## src/rtl/loader_pkg.sv

```systemverilog
// Shared constants and state type for the program-load sequencer.
package loader_pkg;

    localparam int ADDR_W  = 4;
    localparam int DATA_W  = 8;
    localparam int DEPTH   = 16;
    localparam int CKSUM_W = 8;

    typedef enum logic [2:0] {
        ST_IDLE,
        ST_LOAD,
        ST_DRAIN,
        ST_HOLD,
        ST_RUN,
        ST_HALTED,
        ST_ERROR
    } loader_state_t;

endpackage

```

## src/rtl/loader_checksum.sv

```systemverilog
// Running modulo-2^W sum of accepted stream bytes; used only when LOADER_CHECKSUM_EN is defined.
module loader_checksum #(
    parameter int W = loader_pkg::CKSUM_W
) (
    input  logic         clk,
    input  logic         reset,
    input  logic         clear,
    input  logic         acc,
    input  logic [W-1:0] data,
    output logic         sum_zero
);

    logic [W-1:0] sum;

    always_ff @(posedge clk or posedge reset) begin
        if (reset) begin
            sum <= '0;
        end else if (clear) begin
            sum <= '0;
        end else if (acc) begin
            sum <= sum + data;
        end
    end

    assign sum_zero = (sum == '0);

endmodule

```

## src/rtl/program_load_sequencer.sv

```systemverilog
// Streams a program image into the RAM load port, then releases the CPU and watches for HLT.
// Build option LOADER_CHECKSUM_EN: final beat is a checksum byte that must zero the image sum.
//
// state  | meaning
// IDLE   | after reset, CPU held, waiting for start
// LOAD   | accepting stream bytes, one RAM write per accepted beat
// DRAIN  | final write on the RAM port, overflow/checksum verdict
// HOLD   | RAM released, CPU kept in reset for HOLD_CYCLES more cycles
// RUN    | CPU running, waiting for HLT
// HALTED | CPU halted after a good load
// ERROR  | overflow or bad checksum, CPU held
module program_load_sequencer #(
    parameter int ADDR_W      = loader_pkg::ADDR_W,
    parameter int DATA_W      = loader_pkg::DATA_W,
    parameter int DEPTH       = loader_pkg::DEPTH,
    parameter int HOLD_CYCLES = 2
) (
    input  logic              clk,
    input  logic              reset,
    input  logic              start,
    input  logic              s_valid,
    input  logic [DATA_W-1:0] s_data,
    input  logic              s_last,
    output logic              s_ready,
    output logic              ram_mode,
    output logic              ram_we,
    output logic [ADDR_W-1:0] ram_addr,
    output logic [DATA_W-1:0] ram_data,
    output logic              cpu_hold,
    input  logic              cpu_hlt,
    output logic              busy,
    output logic              done,
    output logic              err,
    output logic [ADDR_W:0]   load_count
);
    import loader_pkg::*;

    localparam logic [ADDR_W:0] CNT_FULL  = (ADDR_W+1)'(DEPTH);
    localparam logic [ADDR_W:0] CNT_LAST  = (ADDR_W+1)'(DEPTH-1);
    localparam logic [3:0]      HOLD_INIT = 4'(HOLD_CYCLES);

    loader_state_t state, state_nxt;
    logic [3:0]    hold_cnt;
    logic          ovf;
    logic          accept;
    logic          load_start;
    logic          wr;
    logic          ovf_beat;
    logic          cksum_bad;

    assign accept     = s_valid && s_ready;
    assign load_start = start && (state == ST_IDLE || state == ST_HALTED || state == ST_ERROR);

`ifdef LOADER_CHECKSUM_EN
    localparam loader_state_t OVF_STATE = ST_ERROR;
    logic sum_zero;

    loader_checksum #(.W(CKSUM_W)) u_cksum (
        .clk      (clk),
        .reset    (reset),
        .clear    (load_start),
        .acc      (accept),
        .data     (s_data[CKSUM_W-1:0]),
        .sum_zero (sum_zero)
    );

    // The checksum beat and any beat past a full RAM never reach the write port.
    assign wr        = accept && !s_last && (load_count != CNT_FULL);
    assign ovf_beat  = accept && !s_last && (load_count == CNT_FULL);
    assign cksum_bad = !sum_zero;
`else
    // Overflow beat is still written; the error is raised after DRAIN.
    localparam loader_state_t OVF_STATE = ST_DRAIN;

    assign wr        = accept;
    assign ovf_beat  = accept && !s_last && (load_count == CNT_LAST);
    assign cksum_bad = 1'b0;
`endif

    always_comb begin
        state_nxt = state;
        case (state)
            ST_IDLE, ST_HALTED, ST_ERROR: begin
                if (start) state_nxt = ST_LOAD;
            end
            ST_LOAD: begin
                if (accept && s_last) state_nxt = ST_DRAIN;
                else if (ovf_beat)    state_nxt = OVF_STATE;
            end
            ST_DRAIN: state_nxt = (ovf || cksum_bad) ? ST_ERROR : ST_HOLD;
            ST_HOLD: begin
                if (hold_cnt == 4'd0) state_nxt = ST_RUN;
            end
            ST_RUN: begin
                if (cpu_hlt) state_nxt = ST_HALTED;
            end
            default: state_nxt = ST_IDLE;
        endcase
    end

    always_ff @(posedge clk or posedge reset) begin
        if (reset) begin
            state      <= ST_IDLE;
            s_ready    <= 1'b0;
            ram_mode   <= 1'b0;
            ram_we     <= 1'b0;
            ram_addr   <= '0;
            ram_data   <= '0;
            cpu_hold   <= 1'b1;
            busy       <= 1'b0;
            done       <= 1'b0;
            err        <= 1'b0;
            load_count <= '0;
            hold_cnt   <= '0;
            ovf        <= 1'b0;
        end else begin
            state    <= state_nxt;
            s_ready  <= (state_nxt == ST_LOAD);
            // RAM mode lingers one cycle past the last strobe so the write settles before release.
            ram_mode <= (state_nxt == ST_LOAD) || (state_nxt == ST_DRAIN) ||
                        (state == ST_DRAIN && state_nxt == ST_HOLD);
            ram_we   <= wr;
            cpu_hold <= (state_nxt != ST_RUN);
            busy     <= (state_nxt == ST_LOAD) || (state_nxt == ST_DRAIN) || (state_nxt == ST_HOLD);
            done     <= (state_nxt == ST_HALTED);
            err      <= (state_nxt == ST_ERROR);

            if (wr) begin
                ram_addr   <= load_count[ADDR_W-1:0];
                ram_data   <= s_data;
                load_count <= load_count + 1'b1;
            end

            if (load_start) begin
                load_count <= '0;
                ovf        <= 1'b0;
            end else if (ovf_beat) begin
                ovf <= 1'b1;
            end

            if (state == ST_DRAIN) begin
                hold_cnt <= HOLD_INIT;
            end else if (state == ST_HOLD && hold_cnt != 4'd0) begin
                hold_cnt <= hold_cnt - 1'b1;
            end
        end
    end

endmodule
```

## config.mk

```make
export PLATFORM = sky130hd
export DESIGN_NAME = program_load_sequencer
export DESIGN_NICKNAME = d
export VERILOG_FILES = /design/src/rtl/loader_pkg.sv /design/src/rtl/loader_checksum.sv /design/src/rtl/program_load_sequencer.sv
export SDC_FILE = /design/constraint.sdc
export NUM_CORES = 1
export LEC_CHECK = 0
export CORE_UTILIZATION = 40
export DETAILED_ROUTE_END_ITERATION = 10
export PLACE_DENSITY_LB_ADDON = 0.12
export SYNTH_ARGS = -nofsm -noshare
export SYNTH_HDL_FRONTEND = slang
export SYNTH_SLANG_ARGS = --single-unit
```

## constraint.sdc

```tcl
create_clock -name clk -period 1.74 [get_ports clk]
set_clock_uncertainty 0.1 [all_clocks]
set_input_delay 0.348 -clock clk [delete_from_list [all_inputs] [get_ports clk]]
set_output_delay 0.348 -clock clk [all_outputs]
set_load 0.02 [all_outputs]
```

==> impl_metrics.py, run 1 <==
metrics = {
    "finish": {
        "multi_input_area_um2": 701,
        "antennaDiodeCount": 0,
        "layout.nets": 235,
        "final_cell_mix": "nand2_1, buf_4, dfrtp_1, clkdlybuf4s50_1",
        "design_area_um2": 2350,
        "fin_cells": 264,
        "layout_commonest_cell": "nand2_1",
        "fillerInstances": 279,
        "syn2layout_area_growth_pct": 59.1,
        "drive_gt1_frac": 0.312,
        "seq_area_um2": 805,
    },
    "drt": {
        "wl_mm": 3.39,
        "ant_nets": 0,
        "post_drt_via_cell_ratio": 4.60,
        "wl_per_cell_um": 12.8,
        "drc_errors": 0,
        "first_pass_iters": 4,
        "drt_iter0_markers": 43,
        "vias": 1215,
    },
    "floorplan": {
        "core_area_um2": 3440,
        "chipHeight_um": 62.8,
        "dieArea_um2": 3950,
        "initial_core_util": 0.430,
        "io_pins": 38,
        "row_count": 21,
        "die_w_um": 62.8,
    },
    "logic_synthesis": {
        "yosysTopAreaCell": "dfrtp_1",
        "async_flop_share": 1.00,
        "ys.flop_type": "dfrtp_1",
        "seq_area_frac_synth": 0.542,
        "synth_compound_area_frac": 0.0904,
        "synthMuxAreaShare": 0,
        "yosysUniqueCellTypes": 40,
        "avgSynthCellArea_um2": 10.3,
        "synth-warning-count": 0,
        "synthesis.area_um2": 1480,
        "syn-num-nets": 162,
        "synthAdderAreaFrac": 0.0414,
        "synth-simple-area-share": 0.243,
        "synth-xor-area-share": 0.0355,
        "ys_top_cells_by_area": "dfrtp_1, nand2_1, ha_1, inv_1, nor2_1",
        "synth_edf_count": 0,
        "synth_top_area_share": 0.524,
        "postSynthCellCount": 144,
        "ys_ff_latch": 32,
        "synth_top_family_by_area": "simple AND/OR/NAND/NOR gates",
    },
    "global_routing": {
        "antenna_found_initial": 0,
        "first_global_vias": 1257,
        "grt_pass1_wl_mm": 5.81,
        "grt_max_degree": 33,
        "grt.total_usage": 0.192,
        "overflow": 0,
    },
    "critical_path": {
        "worstSetupEndpointType": "flip-flop",
        "cp_max_fo": 4,
        "worstSetupPathType": "flip-flop to flip-flop",
        "start_kind": "flip-flop",
        "worstPathArrival_ns": 2.00,
        "required_ns": 1.85,
    },
    "hold_path": {
        "hold_class": "primary input to async pin",
    },
    "placement": {
        "post_dp_cell_area_um2": 2120,
        "dp_hpwl_mm": 2.41,
        "port_buffers": 37,
        "gp_congestion": 0.778,
        "dp.cells": 248,
    },
    "clocking": {
        "numCtsBuffers": 5,
        "clk_latency_ns": 0.28,
        "cts_tree": "built",
        "cts_num_sinks": 32,
        "path_clk_slew_ns": 0.07,
        "hold_buffers": 0,
        "cts_root_buf": "clkbuf_8",
        "clockBufferDepth": 2,
        "htreeDepth": 2,
    },
    "timing": {
        "final.period_utilization": 1.09,
        "setup_slack_ns": -0.154,
        "rsz0062_at_grt": "true",
        "max_slew.worst_pin.slew_ns": 0.486,
        "drv_slew": 0,
        "relSlewSlack": 0.673,
        "whs_ns": 0.303,
        "hold_viol": 0,
        "finalSetupViolations": 8,
        "tns_ns": -0.787,
        "fmax_mhz": 528,
        "period_minus_slack_ns": 1.89,
    },
    "power_and_ir_drop": {
        "vdd_ir_drop_max_mv": 0.940,
        "leakagePower_uw": 0.00117,
        "p_per_area_nw_per_um2": 1770,
    },
    "run": {
        "drv_cap": 0,
    },
    "outcome": {
        "violations": "setup timing",
        "status": "finished with violations",
    },
}
==> kinds of logic after synthesis <==
family          after synthesis
compound gates               12
xor+xnor                      6
fa+ha+maj                     5
buf+inv                      17
flops                        32
simple gates                 72
==> synthesized netlist by cell type, types with 2 or more instances <==
master     n
xor2_1     3
inv_1     11
nand2b_1   2
ha_1       4
xnor2_1    3
nor3_1     2
nand2_1   40
and3_1     2
nand3_1    3
nor2_1    11
nand4_1    2
buf_4      2
dfrtp_1   31
clkbuf_1   2
==> metal layers <==
layer	vias to the layer above	part of all wire	GRT usage
met4	0	0	0.0610
met1	577	0.46	0.231
li1	615	-	-
met5	-	0	0
met2	23	0.51	0.333
met3	0	0.034	0.0511
==> critical path: stages (launching register included) <==
cell,delay [ns]
dfrtp_2,0.43
ha_4,0.16
and3_4,0.18
ha_4,0.16
nor2_4,0.09
or4_4,0.13
a21boi_4,0.21
inv_2,0.05
or3_1,0.30
==> layout make-up <==
class / count / area share
Clock buffer: 6 / 0.0308
Clock inverter: 2 / 0.0149
Inverter: 12 / 0.0191
Multi-Input combinational cell: 95 / 0.298
Sequential cell: 32 / 0.342
Tap cell: 46 / 0.0244
Timing Repair Buffer: 71 / 0.272
==> registers in the layout, summed over array words and instances (netlist names), 3 cells and up <==
register / cells
ram_addr: 4
load_count: 5
state: 3
ram_data: 8
hold_cnt: 4
==> where the power goes <==
group	switching, uW	internal [uW]
logic	1090	1130
registers	224	1030
clock network	258	424
total	1580	2590
==> repair_timing <==
action | 4_1_cts | 5_1_grt
gates resized for setup | 15 | 8
pin swaps | 2 | 4
buffers inserted | 4 | 5
setup endpoints to repair | 15 | 12
==> per-stage QoR <==
step	total power (uW)	util	worst slack [ns]
2_1_floorplan	2370	-	-0.209
5_1_grt	4450	0.684	-0.233
4_1_cts	4090	0.667	-0.157
3_3_place_gp	3220	0.617	-0.277
6_report	4160	0.684	-0.154
3_5_place_dp	3290	0.617	-0.308
==> final timing paths <==
kind	from	to	slack, ns	cells past startpoint
worst max-delay path	load_count[0]$_DFFE_PP0P_	cpu_hold$_DFF_PP1_	-0.15	8
worst min-delay path	reset	err$_DFF_PP0_	0.30	3
worst max register to register	load_count[0]$_DFFE_PP0P_	cpu_hold$_DFF_PP1_	-0.15	8
worst min register to register	ram_data[7]$_DFFE_PP0N_	ram_data[7]$_DFFE_PP0N_	0.38	2
max in group asynchronous	reset	cpu_hold$_DFF_PP1_	1.00	3
min in group clk	ram_data[7]$_DFFE_PP0N_	ram_data[7]$_DFFE_PP0N_	0.38	2
Note: power is estimated with default switching activity, not from simulation.
==> inputs of run 2 (changes only) <==
--- a/config.mk
+++ b/config.mk
@@ -5,9 +5,10 @@
 export SDC_FILE = /design/constraint.sdc
 export NUM_CORES = 1
 export LEC_CHECK = 0
-export CORE_UTILIZATION = 40
+export CORE_UTILIZATION = 43
 export DETAILED_ROUTE_END_ITERATION = 10
 export PLACE_DENSITY_LB_ADDON = 0.12
+export SKIP_LAST_GASP = 1
 export SYNTH_ARGS = -nofsm -noshare
 export SYNTH_HDL_FRONTEND = slang
 export SYNTH_SLANG_ARGS = --single-unit
==> impl_metrics.py, run 2 (synthesis gave the netlist of run 1 again) <==
metrics = {
    "placement": {
        "dp.cells": 245,
        "port_buffers": 37,
        "dp_hpwl_mm": 2.36,
        "gp_congestion": 0.880,
        "place_ws_ns": -0.288,
    },
    "clocking": {
        "cts_root_buf": "clkbuf_4",
        "clockBufferDepth": 2,
        "htreeDepth": 2,
        "clk_latency_ns": 0.33,
        "path_clk_slew_ns": 0.10,
        "numCtsBuffers": 5,
        "cts_tree": "built",
        "cts_num_sinks": 32,
    },
    "floorplan": {
        "row_count": 20,
        "dieArea_um2": 3680,
        "initial_core_util": 0.469,
        "io_pins": 38,
        "chipHeight_um": 60.7,
        "die_w_um": 60.7,
        "core_area_um2": 3150,
    },
    "critical_path": {
        "worstSetupEndpointType": "flip-flop",
        "cp_max_fo": 4,
        "r2r-end": "cpu_hold$_DFF_PP1_",
        "r2r_slack_ns": -0.15,
        "ff2ff_path_depth": 8,
        "crit_start": "load_count[0]$_DFFE_PP0P_",
        "required_ns": 1.90,
        "timing.rr.start": "load_count[0]$_DFFE_PP0P_",
        "worstSetupPathType": "flip-flop to flip-flop",
        "worstPathArrival_ns": 2.05,
        "start_kind": "flip-flop",
    },
    "drt": {
        "wl_mm": 3.27,
        "ant_nets": 0,
        "drt_iter0_markers": 36,
        "post_drt_via_cell_ratio": 4.79,
        "wl_per_cell_um": 12.7,
        "drc_errors": 0,
        "first_pass_iters": 2,
        "vias": 1231,
    },
    "timing": {
        "max_slew.worst_pin.slew_ns": 0.438,
        "finalSetupViolations": 6,
        "setup_slack_ns": -0.152,
        "drv_slew": 0,
        "relSlewSlack": 0.706,
        "fmax_mhz": 529,
        "rsz0062_at_grt": "true",
        "tns_ns": -0.605,
        "final.period_utilization": 1.09,
        "hold_viol": 0,
        "period_minus_slack_ns": 1.89,
    },
    "finish": {
        "layout.nets": 230,
        "syn2layout_area_growth_pct": 53.5,
        "largest_reg_flops": 8,
        "antennaDiodeCount": 0,
        "fin_cells": 257,
        "drive_gt1_frac": 0.286,
        "top_regs": "ram_data x8, load_count x5",
        "final_cell_mix": "nand2_1, dfrtp_1, buf_4, dlygate4sd2_1, clkdlybuf4s50_1",
        "layout_commonest_cell": "nand2_1",
        "largest_register": "ram_data",
        "fillerInstances": 261,
    },
    "power_and_ir_drop": {
        "leakagePower_uw": 0.00121,
        "vdd_ir_drop_max_mv": 0.840,
        "p_per_area_nw_per_um2": 1700,
    },
    "global_routing": {
        "antenna_found_initial": 0,
        "met3_usage": 0.0512,
        "grt_max_degree": 33,
        "grt_pass1_wl_mm": 5.58,
        "first_global_vias": 1292,
        "grt.total_usage": 0.213,
        "busiest_layer": "met2",
        "grt.met1_usage": 0.241,
        "use_met2": 0.377,
        "overflow": 0,
    },
    "outcome": {
        "violations": "setup timing",
        "status": "finished with violations",
    },
    "run": {
        "drv_cap": 0,
    },
    "hold_path": {
        "hold_class": "primary input to async pin",
    },
}
## run 2: routing by layer
metal  wire length, um  up-vias
met5                 0        -
met4                66        0
met1              1340      592
li1                  -      605
met3               123        7
met2              1730       27
## run 2: worst max-delay path by stage
stage / end / slack (ns) / cells past startpoint
after detailed placement: ram_mode$_DFF_PP0_ / -0.29 / 6
after global routing: done$_DFF_PP0_ / -0.22 / 4
final: cpu_hold$_DFF_PP1_ / -0.15 / 8
after CTS: cpu_hold$_DFF_PP1_ / -0.14 / 8
after floorplan: done$_DFF_PP0_ / -0.21 / 7
after global placement: done$_DFF_PP0_ / -0.26 / 5
## run 2: final cells by class
cell class	count	area, um^2	area share
clock buffers	7	65.1	0.0286
inverters	12	45.0	0.0198
multi-input cells	95	683	0.301
repair buffers	66	589	0.259
flip-flops and latches	32	805	0.354
clock inverters	1	30.0	0.0132
well taps	44	55.1	0.0242
## run 2: what timing repair did
item	in CTS	in global routing
setup buffers	4	0
hold buffers	0	0
resized for setup	29	5
pin swaps	3	0
setup endpoints to repair	29	13
## run 2: stage by stage
stage	power, uW	hold WS, ns	utilization	cell area, um^2
CTS	3890	0.246	0.715	2260
global route	4150	0.250	0.721	2270
floorplan	2370	0.353	-	1510
detailed placement	3270	0.367	0.670	2110
global placement	3210	0.356	0.670	2110
finish	3860	0.243	0.721	2270
## run 2: critical path: stages (launching register included)
cell and delay [ns]:
dfrtp_2 0.43, ha_4 0.16, and3_4 0.17, ha_4 0.16
nor2_4 0.10, or4_4 0.13, a21boi_4 0.21, inv_2 0.05
or3_1 0.31
## run 2: power by group
part           switching (uW)  internal (uW)
Sequential                207           1030
Combinational            1030            959
Clock                     252            381
==> inputs of run 3 (changes only) <==
--- a/config.mk
+++ b/config.mk
@@ -5,6 +5,7 @@
 export SDC_FILE = /design/constraint.sdc
 export NUM_CORES = 1
 export LEC_CHECK = 0
+export CAP_MARGIN = 20
 export CORE_UTILIZATION = 43
 export DETAILED_ROUTE_END_ITERATION = 10
 export PLACE_DENSITY_LB_ADDON = 0.12
==> results of run 3 <==
The final DEF is identical to that of run 2; final timing and power are the same.
